## src/rtl/lb_reader.sv

```systemverilog
// Line-buffer read FIFO: an 8-deep first-word-fall-through queue that absorbs the rdata stream.
// Optional line framing (out_last on every 64th beat) is enabled by defining LB_READER_LAST_EN.
module lb_reader #(
  parameter int AFULL = 6
) (
  input  logic       CLK,
  input  logic       RESET,
  input  logic [7:0] in_data,
  input  logic       in_valid,
  output logic       stall,
  output logic [7:0] out_data,
  output logic       out_valid,
  input  logic       out_ready,
  output logic       overflow,
  output logic [3:0] count
`ifdef LB_READER_LAST_EN
  ,
  output logic       out_last
`endif
);

  logic [7:0] mem [8];
  logic [2:0] wr_ptr;
  logic [2:0] rd_ptr;
  logic       push;
  logic       pop;
  logic       full;

  // A full FIFO still accepts a beat when the head leaves in the same cycle.
  always_comb begin
    full      = (count == 4'd8);
    out_valid = (count != 4'd0);
    pop       = out_valid & out_ready;
    push      = in_valid & (~full | pop);
    stall     = (count >= 4'(AFULL));
    out_data  = mem[rd_ptr];
  end

  always_ff @(posedge CLK) begin
    if (push) begin
      mem[wr_ptr] <= in_data;
    end
  end

  always_ff @(posedge CLK or posedge RESET) begin
    if (RESET) begin
      wr_ptr   <= 3'd0;
      rd_ptr   <= 3'd0;
      count    <= 4'd0;
      overflow <= 1'b0;
    end else begin
      if (push) begin
        wr_ptr <= wr_ptr + 3'd1;
      end
      if (pop) begin
        rd_ptr <= rd_ptr + 3'd1;
      end
      case ({push, pop})
        2'b10:   count <= count + 4'd1;
        2'b01:   count <= count - 4'd1;
        default: count <= count;
      endcase
      if (in_valid & full & ~pop) begin
        overflow <= 1'b1;
      end
    end
  end

`ifdef LB_READER_LAST_EN
  logic [5:0] beat_cnt;

  always_ff @(posedge CLK or posedge RESET) begin
    if (RESET) begin
      beat_cnt <= 6'd0;
    end else if (pop) begin
      beat_cnt <= beat_cnt + 6'd1;
    end
  end

  assign out_last = out_valid & (beat_cnt == 6'd63);
`endif

endmodule
```

## config.mk

```make
export PLATFORM = sky130hd
export DESIGN_NAME = lb_reader
export DESIGN_NICKNAME = d
export VERILOG_FILES = /design/src/rtl/lb_reader.sv
export SDC_FILE = /design/constraint.sdc
export NUM_CORES = 1
export LEC_CHECK = 0
export ABC_AREA = 1
export CELL_PAD_IN_SITES_DETAIL_PLACEMENT = 2
export CELL_PAD_IN_SITES_GLOBAL_PLACEMENT = 2
export CORE_UTILIZATION = 36
export CTS_BUF_LIST = sky130_fd_sc_hd__clkbuf_4 sky130_fd_sc_hd__clkbuf_8
export DETAILED_ROUTE_END_ITERATION = 7
export PLACE_DENSITY = 0.74
export SLEW_MARGIN = 15
export SYNTH_ARGS = -nofsm -noshare
export SYNTH_HDL_FRONTEND = slang
export SYNTH_SLANG_ARGS = --single-unit
export TNS_END_PERCENT = 20
```

## constraint.sdc

```tcl
create_clock -name CLK -period 4.25 [get_ports CLK]
set_clock_uncertainty 0.15 [all_clocks]
set_input_delay 0.425 -clock CLK [delete_from_list [all_inputs] [get_ports CLK]]
set_output_delay 0.425 -clock CLK [all_outputs]
set_load 0.02 [all_outputs]
```

After elaboration in Yosys (flattened, before gate mapping)
Memory sizes are Yosys's and may differ from the RTL's.
Cells that the tools add are included.
{"block": "totals", "regBits": 11, "latchBits": 0, "ram_bits": 64, "romBits": 0, "inputBits": 12, "out_inout_bits": 15, "elab_cells": 25, "n_memories": 1}
{"block": "classes", "n_addsub": 4, "mul": 0, "div_mod_pow": 0, "magnitude_cmp": 1, "eq_ne": 3, "n_shift": 0, "mux": 3, "bitwise": 7, "reduce_logical": 2}
{"name": "mem", "words": 8, "word_bits": 8, "rd": 1, "rd_ports_with_merged_regs": 0, "write_ports": 1, "line": "22", "rtl": "logic [7:0] mem [8];"}
{"operator": "4-bit case mux with 2 select lines", "n": 1}
{"operator": "3-bit by 1-bit adder with 3-bit output, second input constant", "n": 2}
{"operator": "4-bit by 1-bit adder with 4-bit output, second input constant", "n": 1}
{"operator": "1-bit bitwise AND", "n": 4}
{"operator": "4-bit equality test, second input constant", "n": 1}
{"operator": "4-bit by 3-bit >= comparator with 1-bit output, second input constant", "n": 1}
{"operator": "4-bit nonzero test", "n": 1}
{"operator": "4-bit by 1-bit subtractor with 4-bit output, second input constant", "n": 1}
{"operator": "2-bit by 1-bit equality test with 1-bit output, second input constant", "n": 1}
{"operator": "2-bit equality test, second input constant", "n": 1}
{"operator": "1-bit 2-to-1 mux", "n": 2}
{"operator": "1-bit inverter", "n": 2}
{"operator": "2-bit nonzero test", "n": 1}
{"operator": "1-bit bitwise OR", "n": 1}

Longest topological paths before layout
{"block": "depth", "ltp_word": 6, "depth_mapped": 14, "mapped_depth_nobuf": 14}

Worst setup path before layout
No wires, ideal clock.
{"block": "synth_timing", "path_type": "reg2reg", "from": "register count[0]", "to": "memory mem[4][0] (enable)", "setup_time_ps": 370, "arrival_time_ps": 1416, "path_slack_ps": 2314, "path_stages_with_launch": 6, "path_buffers": 0, "period_less_slack_ps": 1936, "path_cell_list": "dfrtp_1 > nor2_4 > nand3_1 > nand2_2 > or2_4 > nor2_1"}
{"block": "synth_between", "elab_chain_len": 6, "elab_cells_between_ends": 8, "cone_classes": "1 x eq/ne; 2 x mux; 4 x bitwise; 1 x reduce/logical"}
{"element": "from (decl)", "line": "15", "rtl": "output logic [3:0] count"}
{"element": "from (signal assigned)", "line": "59", "rtl": "2'b10: count <= count + 4'd1;"}
{"element": "from (signal assigned)", "line": "60", "rtl": "2'b01: count <= count - 4'd1;"}
{"element": "from (signal assigned)", "line": "61", "rtl": "default: count <= count;"}
{"element": "4-bit nonzero test / 4-bit equality test (equally long branches)", "line": "32, 31"}
{"element": "1-bit bitwise AND / 1-bit inverter (equally long branches)", "line": "33, 34"}
{"element": "1-bit bitwise OR (*)", "line": "34", "rtl": "push = in_valid & (~full | pop);"}
{"element": "1-bit bitwise AND (*)", "line": "34"}
{"element": "1-bit 2-to-1 mux (*)", "line": "40", "rtl": "if (push) begin"}
{"element": "1-bit 2-to-1 mux (not written as such) (*)", "line": "41", "rtl": "mem[wr_ptr] <= in_data;"}
{"element": "to (decl)", "line": "22"}
Mark *: on every way between the ends. The rest lies on a longest branch, timed or not.

Worst setup path after layout
{"block": "layout_timing", "from": "register rd_ptr[0]", "to": "output out_data[6]"}
{"block": "layout_between", "elab_chain_len": 1}
{"element": "from (decl)", "line": "24", "rtl": "logic [2:0] rd_ptr;"}
{"element": "from (signal assigned)", "line": "56", "rtl": "rd_ptr <= rd_ptr + 3'd1;"}
{"element": "memory 8 x 8 bit"}
{"element": "to (decl)", "line": "11", "rtl": "output logic [7:0] out_data,"}
Every way passes these cells.

==> impl_results.md <==
- Share of cells above drive strength 1: 0.0993
- IO Port Bufs: 26
- Proportion of synthesized area in mux cells: 0
- Max-cap check violation count: 0
- Library cells used by synthesis: 27
- Starting utilization of the core area: 0.376
- Syn Inst Count: about 270
- Period minus WS final: roughly 3.3 ns
- Cells taking the most area after synthesis: edfxtp_1, dfrtp_1, nor2_1
- Yosys top cell area share: 0.613
- Std-Cell Core Area: around 8300 sq um
- Path class of the lowest-slack min-delay path: in -> async
- Pwr dens: approximately 740 nW/um^2
- Achievable Freq: roughly 300 MHz
- Non-filler instance count after layout: 407
- TritonCTS clock tree: built
- Root buffer cell: clkbuf_8
- Routed vias: 2110
- Synth Area in XOR/XNOR: 0.0112
- Combinational family with the most area after synthesis: simple AND/OR/NAND/NOR gates
- Crit path kind: reg -> out
- Remaining antenna violation count: 0
- Post-Syn Area: approximately 3100 sq um
- HPWL after detailed placement: 5.43 mm
- Status: finished clean
- Number of top-level pins: 27
- Part of the Yosys area used for sequential elements: 0.701
- Count of filler cells inserted in the layout: 875
- Number of violations reported at the end of detailed-routing iteration 0: 93
- Routed length per instance: about 20 microns
- Final TNS setup: 0 ns
- Switching component of the power: 0.00110 W
- Antenna violations before repair: 0
- Cts bufs inserted: 9
- Number of detailed-routing iterations run before antenna repair: 4
- Floorplan die area: just over 9000 sq um
- CP startpoint kind: register
- Maximum fanout along the worst path: 34
- Leakage power summed over all cells: between 1 and 1.5 nW
- Sequential power share: 0.384
- Final net count: about 310
- Number of cells after detailed placement: a little under 400
- Post-detailed-route DRC marker count: 0
- Final Worst Setup Slack: 0.931 ns
- Data arrival time at the worst-slack endpoint: about 2.7 ns
- Cell repeated most along the worst path: nor2_1
- Cell Chain, Critical Path: buf_4 -> inv_2 -> nor2_1 -> o22ai_1 -> nor2_1 -> a31oi_1 -> clkdlybuf4s50_1
- Number of endpoints failing setup at the final stage: 0
- Worst reg2reg endpoint: mem[0][0]$_DFFE_PP_
- Required arrival time at the worst endpoint: between 3 and 4 ns
- GPL Wtd Cong: between 0.7 and 0.8
- Synth warnings: 0
- Number of rows in the core area: 33
- Relative slew slack: 0.313
- Maximum clock path buffer count: 2
- Syn Nets: around 280
- Die width: ~95 microns
- Post-detailed-routing wire length: around 8.2 mm
- Critical Path End Type: output pin
- Beginning of the worst register-to-register path: count[2]$_DFFE_PP0P_
- Number of cells on the worst reg-to-reg path: 5
- Clock power frac: 0.201
- Antenna diode instance count: 0
- Clock latency at the later pin of the worst-skew pair: about 0.34 ns
- Number of slew-limit violations in the final report: 0
- Cts hold-fix bufs: 0
- Transition time of the tightest slew-check pin: between 1 and 1.5 ns
- Vias in the first global route: around 2.3k
- Total congestion overflow after global routing: 0
- Clock edge transition at the registers on the reported setup and hold paths: 0.09 ns
- Flop and latch count out of synthesis: 75
- Internal power component: ~0.0016 W
- Global-route wire length before repair: 12.8 mm
- Share of the synthesized area in compound gates (AO/OA/AOI/OAI): 0.0918
- Unrepaired setup endpoints after global routing: false
- Largest net degree at the start of global routing: 35
- Simple logic cell fraction of the synthesized area: 0.152
- Master of the slowest instance on the critical path: clkdlybuf4s50_1
- Max stage delay on crit path: between 0.6 and 0.7 ns
- Overall die height: between 90 and 100 microns
- Period Utilization, post-route: 0.781
- Per-instance average area after synthesis: roughly 12 sq um
- Number of H-tree levels: 3
- Buffer count from post-CTS setup fixing: 0
- Net Sw Frac: 0.406
- Vias per cell: ~5.2
- Combinational Power Share: 0.415
- Sinks on Clock Net: 75
- Worst slack, placed: ~1.3 ns
- Number of hold-slack violations in the final timing report: 0
- GRT Util Overall: 0.199
- Cells resized by post-CTS repair: 0
- Adder and majority cell fraction of the synthesized area: 0.0120
- Relative area change from synthesis to final layout: 17.7%
- Reg-to-reg slack, setup: around 1.9 ns
- Maximum ir drop on the vdd rail: between 0.3 and 0.4 mV
- Synth area leader: edfxtp_1
-- cells in the final DEF, fill, tap and decap left out, types with 2 or more instances in the layout --
| cell | instances |
|---|---|
| a31oi_1 | 8 |
| buf_4 | 2 |
| clkbuf_8 | 9 |
| clkdlybuf4s50_1 | 26 |
| clkinv_1 | 2 |
| clkinv_2 | 3 |
| clkinvlp_4 | 2 |
| dfrtp_1 | 11 |
| edfxtp_1 | 64 |
| ha_1 | 3 |
| inv_1 | 11 |
| inv_2 | 2 |
| nand2_1 | 25 |
| nand2_2 | 2 |
| nand2_4 | 2 |
| nand3_1 | 4 |
| nand4_1 | 4 |
| nor2_1 | 65 |
| nor2_2 | 2 |
| o21ai_0 | 27 |
| o21ai_1 | 8 |
| o22ai_1 | 8 |
| xor2_1 | 4 |
-- registers in the layout (all words and copies together) (netlist names) --
name      flops
rd_ptr        3
count         4
wr_ptr        3
overflow      1
mem          64
-- critical path: cells and delay by family (launching register included) --
kind	cells	cell delay, ns
AO/OA/AOI/OAI	2	0.45
flip-flops	1	0.38
AND/OR/NAND/NOR	2	0.22
buffers and inverters	3	1.34
-- cell families (layout without fill, tap and decap cells) --
group,Yosys count,after routing
and+or+nand+nor,108,108
DFF,75,75
AOI/OAI and AO/OA,53,53
buffers and inverters,24,59
xor gates and xnor gates,4,4
adders and majority gates,3,3
-- cell type report --
class | count | area [sq um] | share of cell area
flip-flops and latches | 75 | 2200 | 0.595
multi-input cells | 168 | 838 | 0.227
repair buffers | 28 | 275 | 0.0746
well taps | 105 | 131 | 0.0356
clock buffers | 9 | 124 | 0.0336
clock inverters | 7 | 67.6 | 0.0183
inverters | 15 | 57.6 | 0.0156
-- worst max path at each step --
stage	endpoint	cells past startpoint	slack, ns	from
floorplan	mem[4][0]$_DFFE_PP_	5	2.31	count[0]$_DFFE_PP0P_
global placement	out_data[7]	7	1.35	rd_ptr[0]$_DFFE_PP0N_
detailed placement	out_data[1]	6	1.26	rd_ptr[1]$_DFFE_PP0N_
CTS	out_data[1]	7	0.89	rd_ptr[0]$_DFFE_PP0N_
global route	out_data[5]	5	0.74	rd_ptr[1]$_DFFE_PP0N_
finish	out_data[6]	7	0.93	rd_ptr[0]$_DFFE_PP0N_
-- metrics by stage --
step	total power, W	instance area, sq um	util	hold slack (ns)
floorplan	0.00172	3140	-	0.127
global placement	0.00214	3500	0.420	0.325
detailed placement	0.00220	3500	0.420	0.370
CTS	0.00275	3690	0.443	0.247
global route	0.00290	3690	0.443	0.279
finish	0.00271	3690	0.443	0.230
-- power groups by stage --
stage / clock, W / combinational (W) / sequential (W)
after global placement: 0 / 0.00109 / 0.00105
final: 0.000545 / 0.00113 / 0.00104
after CTS: 0.000554 / 0.00115 / 0.00105
after floorplan: 0 / 0.000674 / 0.00105
after global routing: 0.000592 / 0.00124 / 0.00106
after detailed placement: 0 / 0.00114 / 0.00106
-- Yosys cell counts (all sizes together) --
cell,instances
or2,1
clkbuf,2
o22ai,8
nor2,68
buf,7
edfxtp,64
xor2,4
ha,3
a31oi,8
nand4,4
clkinv,2
nand3,6
o21ai,35
a21oi,1
inv,13
nand2,29
dfrtp,11
o21bai,1
-- layer usage --
| metal | wire length [microns] | GRT usage |
|---|---|---|
| met1 | 3670 | 0.243 |
| met2 | 4250 | 0.358 |
| met3 | 219 | 0.0463 |
| met4 | 58 | 0.0417 |
| met5 | 0 | 0 |
No activity file was read; power rests on OpenSTA's default activity.
